**config.mk**
```make
export PLATFORM = sky130hd
export DESIGN_NAME = alarm_trigger
export DESIGN_NICKNAME = d
export VERILOG_FILES = /design/src/rtl/alarm_pkg.sv /design/src/rtl/bcd_time_match.sv /design/src/rtl/alarm_trigger.sv
export SDC_FILE = /design/constraint.sdc
export NUM_CORES = 1
export LEC_CHECK = 0
export BUFFER_PORTS_ARGS = -buffer_cell sky130_fd_sc_hd__buf_4
export CAP_MARGIN = 5
export CORE_UTILIZATION = 50
export DETAILED_ROUTE_END_ITERATION = 7
export MAX_ROUTING_LAYER = met4
export PLACE_DENSITY = 0.81
export SYNTH_ARGS = -nofsm -noshare
export SYNTH_HDL_FRONTEND = slang
export SYNTH_SLANG_ARGS = --single-unit
export TNS_END_PERCENT = 1
```
**constraint.sdc**
```tcl
create_clock -name clk -period 4.3 [get_ports clk]
set_input_delay 0.215 -clock clk [delete_from_list [all_inputs] [get_ports clk]]
set_output_delay 0.215 -clock clk [all_outputs]
set_load 0.02 [all_outputs]
```
**src/rtl/alarm_pkg.sv**
```systemverilog
// Shared definitions for the alarm trigger: state encoding, BCD digit widths
// and the packed time bundle compared by bcd_time_match.
package alarm_pkg;

   localparam logic [1:0] ST_IDLE    = 2'd0;
   localparam logic [1:0] ST_RINGING = 2'd1;
   localparam logic [1:0] ST_SNOOZE  = 2'd2;

   localparam int HT_W = 2;
   localparam int HU_W = 4;
   localparam int MT_W = 3;
   localparam int MU_W = 4;

   typedef enum logic [1:0] {
      IDLE    = ST_IDLE,
      RINGING = ST_RINGING,
      SNOOZE  = ST_SNOOZE
   } state_e;

   typedef struct packed {
      logic [HT_W-1:0] ht;
      logic [HU_W-1:0] hu;
      logic [MT_W-1:0] mt;
      logic [MU_W-1:0] mu;
   } bcd_time_t;

endpackage

```
**src/rtl/bcd_time_match.sv**
```systemverilog
// Pure digit-by-digit compare of two hh:mm BCD bundles. Invalid BCD digits
// are compared bitwise, no correction.
module bcd_time_match
   import alarm_pkg::*;
(
   input  bcd_time_t time_a,
   input  bcd_time_t time_b,
   output logic      match
);

   assign match = (time_a.ht == time_b.ht) && (time_a.hu == time_b.hu) &&
                  (time_a.mt == time_b.mt) && (time_a.mu == time_b.mu);

endmodule

```
**src/rtl/alarm_trigger.sv**
```systemverilog
// Fires the buzzer/LED on the rising edge of time==alarm and silences it on
// dismiss, disarm or timeout. Snooze is compiled in with ALARM_SNOOZE_EN.
module alarm_trigger
   import alarm_pkg::*;
#(
   parameter int RING_SECONDS   = 60,
   parameter int SNOOZE_SECONDS = 300
) (
   input  logic            clk,
   input  logic            rst,
   input  logic            sec_tick,
   input  logic            alarm_enable,
   input  logic            dismiss,
   input  logic            snooze,
   input  logic [HT_W-1:0] clk_hours_tenth,
   input  logic [HU_W-1:0] clk_hours_units,
   input  logic [MT_W-1:0] clk_minutes_tenth,
   input  logic [MU_W-1:0] clk_minutes_units,
   input  logic [HT_W-1:0] al_hours_tenth,
   input  logic [HU_W-1:0] al_hours_units,
   input  logic [MT_W-1:0] al_minutes_tenth,
   input  logic [MU_W-1:0] al_minutes_units,
   output logic            alarm_on,
   output logic            alarm_led,
   output logic            ringing
);

   localparam logic [7:0] RING_TC = 8'(RING_SECONDS);

   bcd_time_t  clk_time, al_time;
   logic       match, match_q, match_rise;
   state_e     state, state_nxt;
   logic [7:0] ring_cnt, ring_cnt_nxt;
   logic       blink, blink_nxt;
   logic       snz_req;

   assign clk_time = {clk_hours_tenth, clk_hours_units, clk_minutes_tenth, clk_minutes_units};
   assign al_time  = {al_hours_tenth, al_hours_units, al_minutes_tenth, al_minutes_units};

   bcd_time_match u_match (
      .time_a (clk_time),
      .time_b (al_time),
      .match  (match)
   );

   // Only the edge fires, so a dismissed alarm stays quiet for the rest of the minute.
   assign match_rise = match & ~match_q;

`ifdef ALARM_SNOOZE_EN
   localparam logic [9:0] SNZ_TC = 10'(SNOOZE_SECONDS);
   logic [9:0] snz_cnt, snz_cnt_nxt;
   assign snz_req = snooze;
`else
   logic unused_snooze;
   assign snz_req       = 1'b0;
   assign unused_snooze = ^{snooze, 10'(SNOOZE_SECONDS)};
`endif

   always_comb begin
      state_nxt    = state;
      ring_cnt_nxt = ring_cnt;
      blink_nxt    = blink;
`ifdef ALARM_SNOOZE_EN
      snz_cnt_nxt  = snz_cnt;
`endif
      if (!alarm_enable) begin
         state_nxt = IDLE;
      end else begin
         case (state)
            IDLE: begin
               if (match_rise && !dismiss && !snz_req) begin
                  state_nxt    = RINGING;
                  ring_cnt_nxt = '0;
                  blink_nxt    = 1'b1;
               end
            end
            RINGING: begin
               if (dismiss) begin
                  state_nxt = IDLE;
`ifdef ALARM_SNOOZE_EN
               end else if (snz_req) begin
                  state_nxt   = SNOOZE;
                  snz_cnt_nxt = '0;
`endif
               end else if (sec_tick) begin
                  blink_nxt = ~blink;
                  if (ring_cnt != RING_TC) ring_cnt_nxt = ring_cnt + 8'd1;
                  if (ring_cnt_nxt == RING_TC) state_nxt = IDLE;
               end
            end
`ifdef ALARM_SNOOZE_EN
            SNOOZE: begin
               if (dismiss) begin
                  state_nxt = IDLE;
               end else if (sec_tick) begin
                  if (snz_cnt != SNZ_TC) snz_cnt_nxt = snz_cnt + 10'd1;
                  if (snz_cnt_nxt == SNZ_TC) begin
                     state_nxt    = RINGING;
                     ring_cnt_nxt = '0;
                     blink_nxt    = 1'b1;
                  end
               end
            end
`endif
            default: state_nxt = IDLE;
         endcase
      end
   end

   always_ff @(posedge clk) begin
      if (rst) begin
         state     <= IDLE;
         ring_cnt  <= '0;
         blink     <= 1'b0;
         match_q   <= 1'b0;
         alarm_on  <= 1'b0;
         alarm_led <= 1'b0;
         ringing   <= 1'b0;
`ifdef ALARM_SNOOZE_EN
         snz_cnt   <= '0;
`endif
      end else begin
         state     <= state_nxt;
         ring_cnt  <= ring_cnt_nxt;
         blink     <= blink_nxt;
         match_q   <= match;
         // Outputs follow the registered state, one clk behind it.
         alarm_on  <= (state == RINGING);
         ringing   <= (state == RINGING);
         alarm_led <= (state == RINGING) ? blink : (state == SNOOZE);
`ifdef ALARM_SNOOZE_EN
         snz_cnt   <= snz_cnt_nxt;
`endif
      end
   end

endmodule

```
==> results.md, run 1 <==
- The number of iterations in the first detailed-routing pass is 4.
- The largest delay contributor family on the critical path is compound AO/OA/AOI/OAI gates.
- The post-synthesis cell count is 111.
- The data required time of the critical path is 4.51 ns.
- The post-detailed-route DRC marker count is 0.
- The flip-flop and latch count after synthesis is 13.
- The first global-routing pass estimated 3620 µm of wire.
- STA classifies the critical path startpoint as a flip-flop.
- In this run the worst hold path is classified as input port to flip-flop.
- By area the synthesized netlist is led by sky130_fd_sc_hd__dfxtp_1 (28%), sky130_fd_sc_hd__xnor2_1 (13%), sky130_fd_sc_hd__nand2_1 (3.3%).
- The maximum ir drop on the vdd rail is 0.163 mV.
- Post-CTS repair changed the size of 0 cells.
- Multiplexer cells account for 1.23% of the synthesized area.
- Setup repair after global routing left no endpoint under its margin.
- The dominant cell by count in the synthesized netlist is sky130_fd_sc_hd__xnor2_1.
- The detailed-route wire length per cell is 13.5 µm.
- The cell count after placement is 163.
- The number of max-cap violations is 0.
- The initial utilization of the core area, before any placement, comes to 53.0%.
- Summed over all layers, the global routing overflow is 0.
- The clock period could shrink to 1.94 ns.
- The global routing usage summed across all routing layers is 25.9%.
- For this design the static power due to leakage is 0.476 nW.
- In the final timing run, aggregate negative setup slack is 0 ns.
- The utilization after layout is 68.9%.
- The total number of vias is 955.
- The total count of hold-check failures in the final report came to 0.
- The level count of the clock H-tree is 1.
- The Yosys warning count is 0.
- The critical path class is flip-flop to flip-flop.
- By count the netlist is led by sky130_fd_sc_hd__xnor2_1 (14), sky130_fd_sc_hd__dfxtp_1 (13), sky130_fd_sc_hd__nand2_1 (8), sky130_fd_sc_hd__inv_1 (6), sky130_fd_sc_hd__nor2_1 (6).
- The repair_antennas step left the layout with diodes totalling 0.
- For this design the ratio of total power to cell area is 206 nW/µm².
- The number of ports placed on the die boundary is 35.
- The largest single stage delay on the critical path is 0.81 ns.
- The clock sink count is 13.
- The root buffer cell chosen for the clock tree is sky130_fd_sc_hd__clkbuf_4.
- The setup skew after layout is 0.00598 ns.
- Entering global routing, the biggest net connects 14 pins.
- After synthesis, the largest family of logic cells by area is simple AND/OR/NAND/NOR gates.
- The detailed router's first-iteration violation count is 26.
- Post-CTS timing repair inserted 0 buffers for setup.
- After synthesis the cells add up to 916 µm².
- The total wirelength of the detailed-routed design is 2260 µm.
- The average footprint of a synthesized cell is 8.25 µm².
- The maximum net fanout on the critical path is 13.
- The total die area is 2010 µm².
- The share of the synthesized netlist area taken by xor and xnor gates is 13.4%.
- After Yosys synthesis, full adders, half adders and majority gates account for 2.73% of the synthesized area.
- The count of buffering cells on the critical path with inverters included is 0.
- The worst setup path is captured at a flip-flop.
- The number of enable-type register cells in the synthesized netlist is 0.
- Static timing analysis puts the maximum clock frequency at 0.515 GHz.
- The cell type contributing the most total cell area after synthesis is sky130_fd_sc_hd__dfxtp_1.
- The share of synthesized area in the top cell type comes to 28.4%.
- The total of fill cells in the finished design is 155.
- During placement, the flow inserted port buffers numbering 33.
- The worst max-slew margin expressed relative to the limit is 33.4%.
- The clock latency at the later pin of the worst-skew pair is 0.28 ns.
- The number of global-route vias before repair is 947.
- The final critical path takes up 45.1% of the cycle.
- The final RePlAce weighted congestion is 0.922.
- The average via count per standard cell is 5.72.
- The core region area is 1730 µm².
- The clock tree from TritonCTS is built.
- The flip-flop cell with the highest count after synthesis is sky130_fd_sc_hd__dfxtp_1.
- The cell with the largest stage delay on the worst path is sky130_fd_sc_hd__a21oi_1.
- The number of buffers inserted for hold repair after clock tree synthesis is 0.
- The number of distinct library cells after synthesis is 37.
- The slew of the pin with the lowest slew margin is 0.998 ns.
- The arrival time of data at the critical path endpoint is 2.15 ns.
- The signal on the critical path passes through a21oi_1 -> nor4b_1 -> a311oi_1 -> o2bb2ai_1.
- The worst-case setup margin in the final layout is 2.36 ns.
- The number of setup violations in the final report is 0.
- The initial antenna violation count was 0.
- The layer carrying the most global-route usage is met2.
- The cell row count is 15.
- The flow ran to the end, and the final reports show no timing, DRC or antenna violations.
- The die is 44.8 µm wide.
- The simple-gate share of the synthesized area is 28.4%.
- The number of buffers created by CTS is 3.
- The non-filler instance count after layout is 167.
- The sequential-to-total area share from yosys stat is 28.4%.
- Once detail routing completed, the nets flagged for antenna violations numbered 0.
- The post-synth net total is 145.
- The global-route track usage on met2 is 47.1%.
- The worst slack on hold paths is 0.184 ns.
- Relative to the synthesized area, the layout overhead comes to 29.9%.
- For this run, global-route usage on met1 was measured as 25.4%.
- The wire-length estimate of the detail-placed layout is 1800 µm.
- The register clock-pin slew on the reported worst setup and hold paths is 0.08 ns.
- The post-placement setup slack is 2.33 ns.
- For this run, the post-layout net count is 177.
- The longest clock path from root to sink contains 2 buffers.
- The post-synthesis compound-gate area fraction is 19.9%.
- After synthesis, the share of flip-flops with an asynchronous set or reset is 0%.
- The max-slew violation total from the final report is 0.
- The die extent in y is 44.8 µm.
- The post-route netlist has 30.3% of its cells at a drive strength greater than 1.
- The met3 layer usage reported by global route is 6.00%.
==> state kept, by name (all words and copies together) (netlist names) <==
register and cells:
ringing 1, blink 1, ring_cnt 8, alarm_led 1
state 1, match_q 1
==> final timing paths <==
kind,cells past startpoint,startpoint,to,slack [ns]
worst max-delay path,4,state[0]$_SDFFE_PP0P_,ring_cnt[7]$_SDFFE_PP0P_,2.36
worst min-delay path,2,rst,match_q$_SDFF_PP0_,0.18
worst max register to register,4,state[0]$_SDFFE_PP0P_,ring_cnt[7]$_SDFFE_PP0P_,2.36
worst min register to register,1,blink$_SDFFE_PP0P_,alarm_led$_SDFF_PP0_,0.51
==> placed cells by master, fill, tap and decap left out, types with 2 or more instances in the layout <==
cell type                   instances
sky130_fd_sc_hd__o22ai_1            2
sky130_fd_sc_hd__nand3b_1           2
sky130_fd_sc_hd__o21ai_0            4
sky130_fd_sc_hd__nand2b_1           3
sky130_fd_sc_hd__nand3_1            5
sky130_fd_sc_hd__xnor2_1           14
sky130_fd_sc_hd__a211oi_1           2
sky130_fd_sc_hd__buf_4             33
sky130_fd_sc_hd__nor2_1             6
sky130_fd_sc_hd__a21oi_1            4
sky130_fd_sc_hd__nor4b_1            2
sky130_fd_sc_hd__nor3_1             3
sky130_fd_sc_hd__inv_1              6
sky130_fd_sc_hd__nor4_1             2
sky130_fd_sc_hd__o2bb2ai_1          3
sky130_fd_sc_hd__nand2_1            8
sky130_fd_sc_hd__and3_1             3
sky130_fd_sc_hd__a22o_1             2
sky130_fd_sc_hd__ha_1               2
sky130_fd_sc_hd__a32o_1             2
sky130_fd_sc_hd__nand4_1            4
sky130_fd_sc_hd__dfxtp_1           13
sky130_fd_sc_hd__clkbuf_4           3
==> through the flow <==
stage               total power [mW]  instance area [µm²]
finish                         0.245                 1190
global route                   0.255                 1190
CTS                            0.246                 1190
detailed placement             0.171                 1160
global placement               0.169                 1160
floorplan                      0.145                  916
==> final cells by class <==
class                   instances  area [µm²]  share of cell area (%)
flip-flops and latches         13         260                    21.9
well taps                      25        31.3                    2.63
multi-input cells              86         602                    50.6
repair buffers                 33         248                    20.8
inverters                       6        22.5                    1.89
clock buffers                   4        26.3                    2.21
==> per-layer routing <==
layer | vias up | part of all wire, %
met1 | 432 | 38
met3 | 6 | 7.5
li1 | 464 | -
met5 | - | 0
met2 | 53 | 53
met4 | 0 | 1.6
==> power by group <==
group / total (mW) / internal [mW] / switching, mW
clock: 0.0768 / 0.0360 / 0.0408
sequential: 0.120 / 0.120 / 0.0000657
combinational: 0.0475 / 0.0287 / 0.0188
total: 0.245 / 0.185 / 0.0596
==> cell families after synthesis <==
kind of cell,count (synthesis)
DFF,13
muxes,1
buffers and inverters,12
and+or+nand+nor,44
adders and majority gates,2
xor gates and xnor gates,14
AOI/OAI and AO/OA,25
No activity file was read; power rests on OpenSTA's default activity.
==> inputs of run 2 (changes only) <==
- CORE_UTILIZATION: 50 -> 48
- PLACE_DENSITY: 0.81 -> 0.79
- clock period: 4.3 -> 2 ns (I/O delays scaled with it)
==> run 2 against run 1 <==
Cell count rose by 1.2%. Critical path type unchanged. Largest cell class unchanged. Register-to-register slack got worse by 2.0 ns. Fmax rose by 15%. Largest power group unchanged.
==> results.md, run 2 (same netlist as run 1, synthesis figures left out) <==
- The path class of the tightest hold or removal check is input port to flip-flop.
- In this run, flip-flops and latches consume 48.9% of the power.
- In this run the vertical extent of the chip is 45.7 µm.
- The worst slack on hold paths is 0.0851 ns.
- The detailed-route wire length per cell is 13.4 µm.
- Entering global routing, the biggest net connects 14 pins.
- For the pin with the worst max-slew slack, the measured transition is 0.376 ns.
- The clock latency at the later pin of the worst-skew pair is 0.28 ns.
- The critical path endpoint category is a flip-flop.
- The number of iterations in the first detailed-routing pass is 4.
- The global routing usage summed across all routing layers is 24.6%.
- STA classifies the critical path startpoint as a flip-flop.
- The count of cells in the finished layout, fillers not included, comes to 169.
- The post-detailed-route DRC marker count is 0.
- The logic gate share of total power is 19.9%.
- Row generation in the floorplan step produced 15 rows.
- Clock-pin slew was measured on the worst setup and hold paths at 0.08 ns.
- The clock tree from TritonCTS is built.
- The number of setup violations in the final report is 0.
- The number of global-route vias before repair is 879.
- The total wirelength of the detailed-routed design is 2260 µm.
- Relative to the synthesized area, the layout overhead comes to 31.6%.
- The core region area is 1760 µm².
- The number of buffers on the longest clock path is 2.
- In this run the post-CTS setup repair buffer count came out at 0.
- The library cells used most frequently in the layout, excluding fill and tap cells, are sky130_fd_sc_hd__buf_4 (35), sky130_fd_sc_hd__xnor2_1 (14), sky130_fd_sc_hd__dfxtp_1 (13).
- The setup path with the least slack is of type flip-flop to flip-flop.
- The count of nets left with antenna violations once routing finished came out at 0.
- The cell with the largest stage delay on the worst path is sky130_fd_sc_hd__dfxtp_1.
- The initial antenna violation count came to 0.
- The wire length on met1 is 933 µm.
- The internal power of the cells is 0.399 mW.
- The share of the cycle needed by the critical path after routing is 84.4%.
- After detailed routing, the met3 layer carries 132 µm of wire.
- The flow ran to the end, and the final reports show no timing, DRC or antenna violations.
- The final RePlAce weighted congestion is 0.881.
- The antenna diode count is 0.
- The number of instances resized during post-cts repair is 0.
- The total die area is 2090 µm².
- The top register by number of flip-flops is ring_cnt.
- The initial cell density of the core is 51.9%.
- The worst max-slew margin expressed relative to the limit is 74.8%.
- In this design, the stage delay of the slowest critical-path cell is 0.45 ns.
- The data required time of the critical path is 2.16 ns.
- The layout net count is 179.
- The clock arrives with 0.00778 ns of skew.
- Setup repair after global routing left no endpoint under its margin.
- The post-placement setup slack is 0.337 ns.
- The total number of vias is 950.
- The tree is rooted in a sky130_fd_sc_hd__clkbuf_4.
- The level count of the clock H-tree is 1.
- The arrival time of data at the critical path endpoint is 1.85 ns.
- The total leakage power is 0.486 nW.
- The layout cell share with drive strength beyond 1 is 31.3%.
- The power consumption is 0.529 mW.
- Input and output buffers added on the ports amount to 33.
- After legalization and detailed placement, the total HPWL measured 1850 µm.
- The maximum ir drop on the vdd rail is 0.289 mV.
- After detailed placement, the total cell area comes to 1180 µm².
- The worst-case setup margin in the final layout is 0.312 ns.
- The shortest clock period the worst path allows after layout is 1.69 ns.
- Summed over all nets, wire length on met2 after detailed routing comes to 1180 µm.
- The total grt overflow is 0.
- The signal on the critical path passes through inv_1 -> ha_1 -> nor4b_1 -> o21ai_0 -> a211oi_1 -> nor4_1.
- The max-slew violation total from the final report is 0.
- The register with the most flip-flops in the layout has 8 of them.
- The switching share of power is 24.6%.
- The detailed router finished its first iteration with 48 violations.
- The share of total power in the clock network is 31.2%.
- Clock tree synthesis inserted a total of 3 buffers.
- The first global-routing pass estimated 3550 µm of wire.
- Timing would allow up to 0.592 GHz.
- After routing, the total negative slack on setup checks comes to 0 ns.
- The number of ports placed on the die boundary is 35.
- The power density over the cells is 439 nW/µm².
- The number of max-cap violations is 0.
- The average via count per standard cell is 5.62.
- The total count of hold-check failures in the final report is 0.
- For this design, the CTS-stage hold fixing added 0 buffers.
- The leading cell type in the layout, fill and taps excluded is sky130_fd_sc_hd__buf_4.
- The die is 45.7 µm wide.
- The net switching component of the power is 0.130 mW.
- Of all nets on the critical path, the largest fanout is 8.
- Once layout is complete, the utilization of the core stands at 68.3%.
- The clock net in this run drives a total of 13 sinks.
- The cell area after layout is 1200 µm².
- After detailed routing, no signal wire sits above met4.
- Once placement completed, the tool counted placed cells totaling 165.
[run 2: cell types whose count changed in the layout (fill, tap and decap cells not counted)]
cell	before	now
sky130_fd_sc_hd__buf_4	33	35
[run 2: final timing paths]
path                                                from                     to  slack, ns  depth (start not counted)
worst max-delay path            ring_cnt[0]$_SDFFE_PP0P_  state[0]$_SDFFE_PP0P_       0.31                          6
worst max register to register  ring_cnt[0]$_SDFFE_PP0P_  state[0]$_SDFFE_PP0P_       0.31                          6
worst min-delay path                                 rst     match_q$_SDFF_PP0_       0.09                          2
worst min register to register        blink$_SDFFE_PP0P_   alarm_led$_SDFF_PP0_       0.52                          1
[run 2: cell type report]
class / instances / area, µm²
fill: 168 / 559
sequential: 13 / 260
timing repair buffer: 35 / 263
multi-input combinational: 86 / 602
inverter: 6 / 22.5
tap: 25 / 31.3
clock buffer: 4 / 26.3
[run 2: layer usage]
metal	track usage, %	up-vias
met5	-	-
met4	10.9	0
met3	3.57	2
met2	41.7	45
met1	28.4	436
li1	-	467
[run 2: critical path: cells and delay by family, from the launching register on]
kind	cells	cell delay [ns]
flops	1	0.45
fa+ha+maj	1	0.32
buf+inv	1	0.10
compound gates	2	0.35
simple gates	2	0.35
[run 2: power by group through the flow]
| stage | Sequential, mW | Combinational, mW | Clock, mW |
|---|---|---|---|
| after floorplan | 0.265 | 0.0473 | 0 |
| after global placement | 0.265 | 0.101 | 0 |
| after detailed placement | 0.265 | 0.106 | 0 |
| after CTS | 0.259 | 0.106 | 0.169 |
| after global routing | 0.259 | 0.112 | 0.180 |
| final | 0.259 | 0.105 | 0.165 |
